$ cat config.mk
export PLATFORM = sky130hd
export DESIGN_NAME = keypad_encoder
export DESIGN_NICKNAME = d
export VERILOG_FILES = /design/src/rtl/keypad_encoder.sv
export SDC_FILE = /design/constraint.sdc
export NUM_CORES = 1
export LEC_CHECK = 0
export BUFFER_PORTS_ARGS = -buffer_cell sky130_fd_sc_hd__buf_2
export CAP_MARGIN = 0
export CORE_MARGIN = 4
export CORE_UTILIZATION = 58
export CTS_CLUSTER_DIAMETER = 60
export CTS_CLUSTER_SIZE = 10
export DETAILED_ROUTE_END_ITERATION = 7
export PLACE_DENSITY_LB_ADDON = 0.2
export SKIP_CTS_REPAIR_TIMING = 1
export SLEW_MARGIN = 20
export SYNTH_ARGS = -nofsm -noshare
export SYNTH_HDL_FRONTEND = slang
export SYNTH_SLANG_ARGS = --single-unit
$ cat constraint.sdc
create_clock -name clk -period 2.55 [get_ports clk]
set_clock_uncertainty 0.15 [all_clocks]
set_input_delay 0.255 -clock clk [delete_from_list [all_inputs] [get_ports clk]]
set_output_delay 0.255 -clock clk [all_outputs]
set_load 0.02 [all_outputs]
$ cat src/rtl/keypad_encoder.sv
// Eight key lines in, one {code_valid, code} event out per debounced press.
// Two-flop synchroniser, press/release debounce FSM, lowest-index priority encode.
module keypad_encoder #(
  parameter int CNT_W           = 16,
  parameter int DEBOUNCE_CYCLES = 50000
) (
  input  logic       clk,
  input  logic       rst_n,
  input  logic [7:0] keys,
  output logic [2:0] code,
  output logic       code_valid,
  input  logic       code_ready,
  output logic       key_held,
  output logic       overflow
);

  localparam logic [CNT_W-1:0] CNT_MAX = CNT_W'(DEBOUNCE_CYCLES - 1);

  typedef enum logic [1:0] {
    IDLE     = 2'd0,
    PRESS_DB = 2'd1,
    HELD     = 2'd2,
    REL_DB   = 2'd3
  } state_t;

  state_t           state;
  logic [7:0]       s1;
  logic [7:0]       keys_s;
  logic [7:0]       sample;
  logic [CNT_W-1:0] cnt;
  logic             press_done;
  logic             accept;

  // Index of the lowest set bit; bit 0 wins when several keys are down.
  function automatic logic [2:0] enc(input logic [7:0] x);
    logic [2:0] idx;
    idx = 3'd0;
    for (int i = 7; i >= 0; i--) begin
      if (x[i]) idx = 3'(i);
    end
    return idx;
  endfunction

  always_comb begin
    press_done = (state == PRESS_DB) && (keys_s != 8'd0) &&
                 (keys_s == sample) && (cnt == CNT_MAX);
    accept     = code_valid && code_ready;
  end

  always_ff @(posedge clk) begin
    if (!rst_n) begin
      s1         <= 8'd0;
      keys_s     <= 8'd0;
      sample     <= 8'd0;
      cnt        <= '0;
      state      <= IDLE;
      code       <= 3'd0;
      code_valid <= 1'b0;
      key_held   <= 1'b0;
      overflow   <= 1'b0;
    end else begin
      s1       <= keys;
      keys_s   <= s1;
      overflow <= 1'b0;

      case (state)
        IDLE: begin
          if (keys_s != 8'd0) begin
            sample <= keys_s;
            cnt    <= '0;
            state  <= PRESS_DB;
          end
        end
        PRESS_DB: begin
          if (keys_s == 8'd0) begin
            state <= IDLE;
          end else if (keys_s != sample) begin
            // A bounce or a different key restarts the stability window.
            sample <= keys_s;
            cnt    <= '0;
          end else if (cnt == CNT_MAX) begin
            state    <= HELD;
            key_held <= 1'b1;
          end else begin
            cnt <= cnt + 1'b1;
          end
        end
        HELD: begin
          if (keys_s == 8'd0) begin
            cnt   <= '0;
            state <= REL_DB;
          end
        end
        REL_DB: begin
          if (keys_s != 8'd0) begin
            state <= HELD;
          end else if (cnt == CNT_MAX) begin
            state    <= IDLE;
            key_held <= 1'b0;
          end else begin
            cnt <= cnt + 1'b1;
          end
        end
        default: state <= IDLE;
      endcase

      // A pending event is never overwritten unless it is accepted this cycle.
      if (press_done) begin
        if (!code_valid || code_ready) begin
          code       <= enc(sample);
          code_valid <= 1'b1;
        end else begin
          overflow <= 1'b1;
        end
      end else if (accept) begin
        code_valid <= 1'b0;
      end
    end
  end

endmodule

; ---- After elaboration in Yosys (flattened, before gate mapping)
; Index checks and enable logic that the tools add are counted.
[classes]
reduce_logical = 19
n_eq_ne = 18
add_sub_neg = 1
muxes = 37
[op_table]
columns = op, count
row1 = $mux W16, 6
row2 = $pmux W16 S4, 1
row3 = $mux W3, 8
row4 = $mux W8, 3
row5 = $add A16 B1 Y16 const B, 1
row6 = $eq A16 B16 Y1 const B, 1
row7 = $pmux W8 S2, 1
row8 = $mux W2, 7
row9 = $ne A2 B2 Y1 const B, 6
row10 = $mux W1, 9
row11 = $eq A8 B8 Y1, 1
row12 = $logic_not A8 Y1, 1
row13 = $ne A8 B8 Y1, 1
row14 = $pmux W2 S4, 1
row15 = $reduce_and A4 Y1, 2
row16 = $reduce_bool A8 Y1, 1
row17 = $ne A2 B1 Y1 const B, 3
row18 = $ne A3 B3 Y1 const B, 2
row19 = $reduce_and A2 Y1, 3
row20 = $reduce_and A6 Y1, 1
row21 = $reduce_bool A2 Y1, 3
row22 = $reduce_and A5 Y1, 1
row23 = $eq A2 B2 Y1 const B, 2
row24 = $logic_and A1 B1 Y1, 4
row25 = 6 further kinds, 6
[word_totals]
wordCells = 84
regBits = 48
output_inout_bits = 6
input_bits = 11

; ---- Logic depth before layout (Yosys ltp)
[logic_depth]
depth_word = 8
mapped_depth = 7
depth_no_buf = 6

; ---- Least setup slack after synthesis
; OpenSTA, ideal clock, no wires.
[synth_path]
path_type = register to register
from = reg keys_s[3]
to = reg cnt[15]
arrival_ps = 1996
setup_ps = 115
stages_incl_launch_ff = 6
path_slack_ps = 289
synth_period_minus_slack_ps = 2261
required_ps = 2285
n_path_buf = 0
path_cell_list = dfxtp_1 -> or4_4 -> or4_4 -> a2111oi_4 -> xnor2_1 -> nor2_2
[synth_between]
elab_chain_len = 4
word_cells_on_any_way = 11
classes_between = 5 x eq/ne / 3 x mux / 3 x reduce/logical
[synth_rtl]
columns = item, line
row1 = from (decl), 28  ; logic [7:0] keys_s;
row2 = from (signal assigned), 53  ; keys_s <= 8'd0;
row3 = from (signal assigned), 63  ; keys_s <= s1;
row4 = $ne A8 B8 Y1, 77  ; end else if (keys_s != sample) begin
row5 = $mux W16, 77
row6 = $mux W16, 75  ; if (keys_s == 8'd0) begin
row7 = $pmux W16 S4, 66  ; case (state)
row8 = to (signal assigned), 85  ; cnt <= cnt + 1'b1;
row9 = to (signal assigned), 101  ; cnt <= cnt + 1'b1;
row10 = to (decl), 30  ; logic [CNT_W-1:0] cnt;
; Several ways; a longest one is shown, not always the timed one. The select of a mux whose other input is x is not followed.
; A chain may end at the register's enable or synchronous reset.

; ---- Worst setup path after layout
[layout_path]
from = reg keys_s[0]
to = reg cnt[15]
; Same word-level chain as after synthesis.

==> flow_summary.yaml <==
global_routing:
  grt_pass1_wl_um: 6640
  grt_usage: 0.189
  grt_start_max_net_pins: 36
  grt_overflow: 0
  grt_pass1_vias: 1496
  antenna_found_initial: 0
worst_hold_path:
  min_to: "overflow"
  hold_start: "code_ready"
  holdPathStages: 3
  hp-class: "in2reg"
critical_path:
  criticalPathCategory: "reg2reg"
  reg2reg_slack_ns: 0.19
  cp-start-kind: "flop"
  worstPathRequired_ns: 2.68
  worst-r2r-cell-count: 5
  critPathCaptureType: "flop"
  worstPathMaxFanout: 5
  r2r_end: "cnt[15]"
  critPathArrivalTime_ns: 2.49
  r2r-start: "keys_s[0]"
synthesis:
  synthCells: 226
  syn_avg_cell_area_sq_um: 9.35
  syn_area_sq_mm: 0.00211
  synth_cell_types: 42
  seq_area_frac_synth: 0.455
  synth_nets: 238
  ys_warn_count: 0
  ys_ff_latch: 48
job:
  maxCapViolCount: 0
cts:
  path_clk_slew_ns: 0.14
  root_buffer: "clkbuf_4"
  cts_tree: "built"
  numCtsBuffers: 5
  clock_sinks: 48
  insertion_delay_ns: 0.37
  cts.path.max_buffers: 2
  htreeDepth: 2
sta:
  setup_viol_count_final: 0
  finalCriticalPeriod_ns: 2.36
  rsz0062_at_grt: "no"
  slew_violations: 0
  timing.slew.headroom: 0.582
  whs_ns: 0.0618
  post-route-period-util: 0.925
  timing.fmax_mhz: 424
  worst_slew_pin_slew_ns: 0.618
  setup_slack_ns: 0.192
  hold_violations: 0
  setup_tns_ns: 0
floorplanning:
  initial_utilization: 0.618
  coreArea_sq_mm: 0.00342
  io_pins: 17
  rows: 21
  die_w_um: 68.3
  die_area_sq_mm: 0.00467
  dieHeight_um: 68.3
cells_and_area:
  area_growth_syn_to_layout_pct: 15.3
  drive_above_1_share: 0.154
  stdcell_count: 305
  fin_nets: 270
  mostFrequentLayoutCells: "dfxtp_1, nand2_1, nor2_1"
  final_common_cell: "dfxtp_1"
  n_antenna_cell: 0
pwr:
  combinationalPowerShare: 0.106
  totalPowerFinal_w: 0.00140
  p_int_w: 0.00105
  p_sw_frac: 0.251
  p_leak_nw: 0.888
  sequentialPowerShare: 0.563
  ir_drop_mv: 0.438
  power.density_mw_per_mm2: 576
  power.switching_w: 0.000352
  pwr-share-clk: 0.332
placement:
  numPortBuffers: 16
  gp_congestion: 0.793
  placed_cells: 289
  dp_hpwl_um: 2910
  preCtsSetupSlack_ns: 0.197
route:
  viasPerCell: 5.49
  drc: 0
  ant_nets: 0
  drt_pre_antenna_iters: 5
  wirelength_um: 4070
  vias: 1673
  wl_per_cell_um: 13.4
  drtIter0Drc: 58
run_status:
  outcome: "complete, no violations"
[state kept, by name (all words and copies together), names as in the netlist, named ones only]
name	cells
cnt	16
code	3
s1	8
code_valid	1
keys_s	8
state	1
key_held	1
sample	8
overflow	1
[synth_stat cells (all sizes together)]
| master | n | area (sq um) |
|---|---|---|
| a2111oi | 1 | 27.5 |
| xnor2 | 15 | 131 |
| or2 | 2 | 12.5 |
| nand4 | 11 | 68.8 |
| nor4b | 1 | 8.76 |
| and2 | 17 | 106 |
| nor2 | 21 | 81.3 |
| a21boi | 1 | 7.51 |
| dfxtp | 48 | 961 |
| o21ai | 4 | 23.8 |
| ha | 1 | 12.5 |
| o31ai | 4 | 30.0 |
| nor4bb | 2 | 20.0 |
| clkbuf | 5 | 18.8 |
| o21bai | 1 | 7.51 |
| o211ai | 1 | 7.51 |
| and3 | 3 | 18.8 |
| buf | 1 | 11.3 |
| nand3b | 1 | 7.51 |
| a21oi | 9 | 45.0 |
| or4 | 3 | 30.0 |
| a221o | 1 | 10.0 |
| nand4b | 1 | 8.76 |
| inv | 6 | 22.5 |
| nor4 | 3 | 18.8 |
| nand2b | 1 | 6.26 |
| xor2 | 8 | 70.1 |
| nand2 | 23 | 86.3 |
| o221a | 1 | 11.3 |
| mux2i | 10 | 100 |
| and4 | 4 | 35.0 |
| nor3 | 3 | 15.0 |
| nand3 | 5 | 30.0 |
| o2111ai | 2 | 17.5 |
| nor2b | 3 | 18.8 |
| a211oi | 1 | 7.51 |
| a211o | 1 | 8.76 |
| a22oi | 1 | 7.51 |
[worst max-delay path: stages, from the launching register on]
cell and delay [ns]:
dfxtp_1 0.37, or4_1 0.57, or4_4 0.58, a2111oi_4 0.38, xnor2_1 0.17, nor2_2 0.05
[worst max-delay path by stage]
stage	start	endpoint	slack (ns)	depth (start not counted)
6_report	keys_s[0]	cnt[15]	0.19	5
3_5_place_dp	keys_s[0]	cnt[15]	0.20	5
2_1_floorplan	keys_s[3]	cnt[15]	0.29	5
4_1_cts	keys_s[0]	cnt[15]	0.18	5
3_3_place_gp	keys_s[0]	cnt[15]	0.23	5
5_1_grt	cnt[11]	overflow	0.09	5
[cell families after synthesis]
family,share of synthesized area
simple gates,0.271
buf+inv,0.0249
compound gates,0.100
fa+ha+maj,0.00592
mux,0.0474
flops,0.455
xor+xnor,0.0954
[per-stage QoR]
stage	utilization	instance area [sq um]
floorplan	-	2110
global placement	0.665	2270
detailed placement	0.665	2270
CTS	0.690	2360
global route	0.713	2440
finish	0.713	2440
[layer usage]
layer / global-route usage / wire (um) / vias to the layer above
li1: - / - / 856
met1: 0.257 / 2040 / 774
met2: 0.289 / 1820 / 36
met3: 0.0460 / 160 / 7
met4: 0.0670 / 46 / 0
met5: 0 / 0 / -
[layout make-up]
type                       instances  area (sq um)
fill                             279           980
timing repair buffer              31           213
clock inverter                     3          46.3
clock buffer                       5          37.5
sequential                        48           961
tap                               46          57.6
inverter                           6          22.5
multi-input combinational        166          1100
[power by group through the flow]
stage / Clock [W] / Combinational (W) / Sequential, W
finish: 0.000465 / 0.000148 / 0.000790
detailed placement: 0 / 0.000139 / 0.000806
floorplan: 0 / 0.000107 / 0.000800
global route: 0.000503 / 0.000165 / 0.000793
CTS: 0.000467 / 0.000139 / 0.000790
global placement: 0 / 0.000138 / 0.000805
Power figures use the tool's default switching activity.
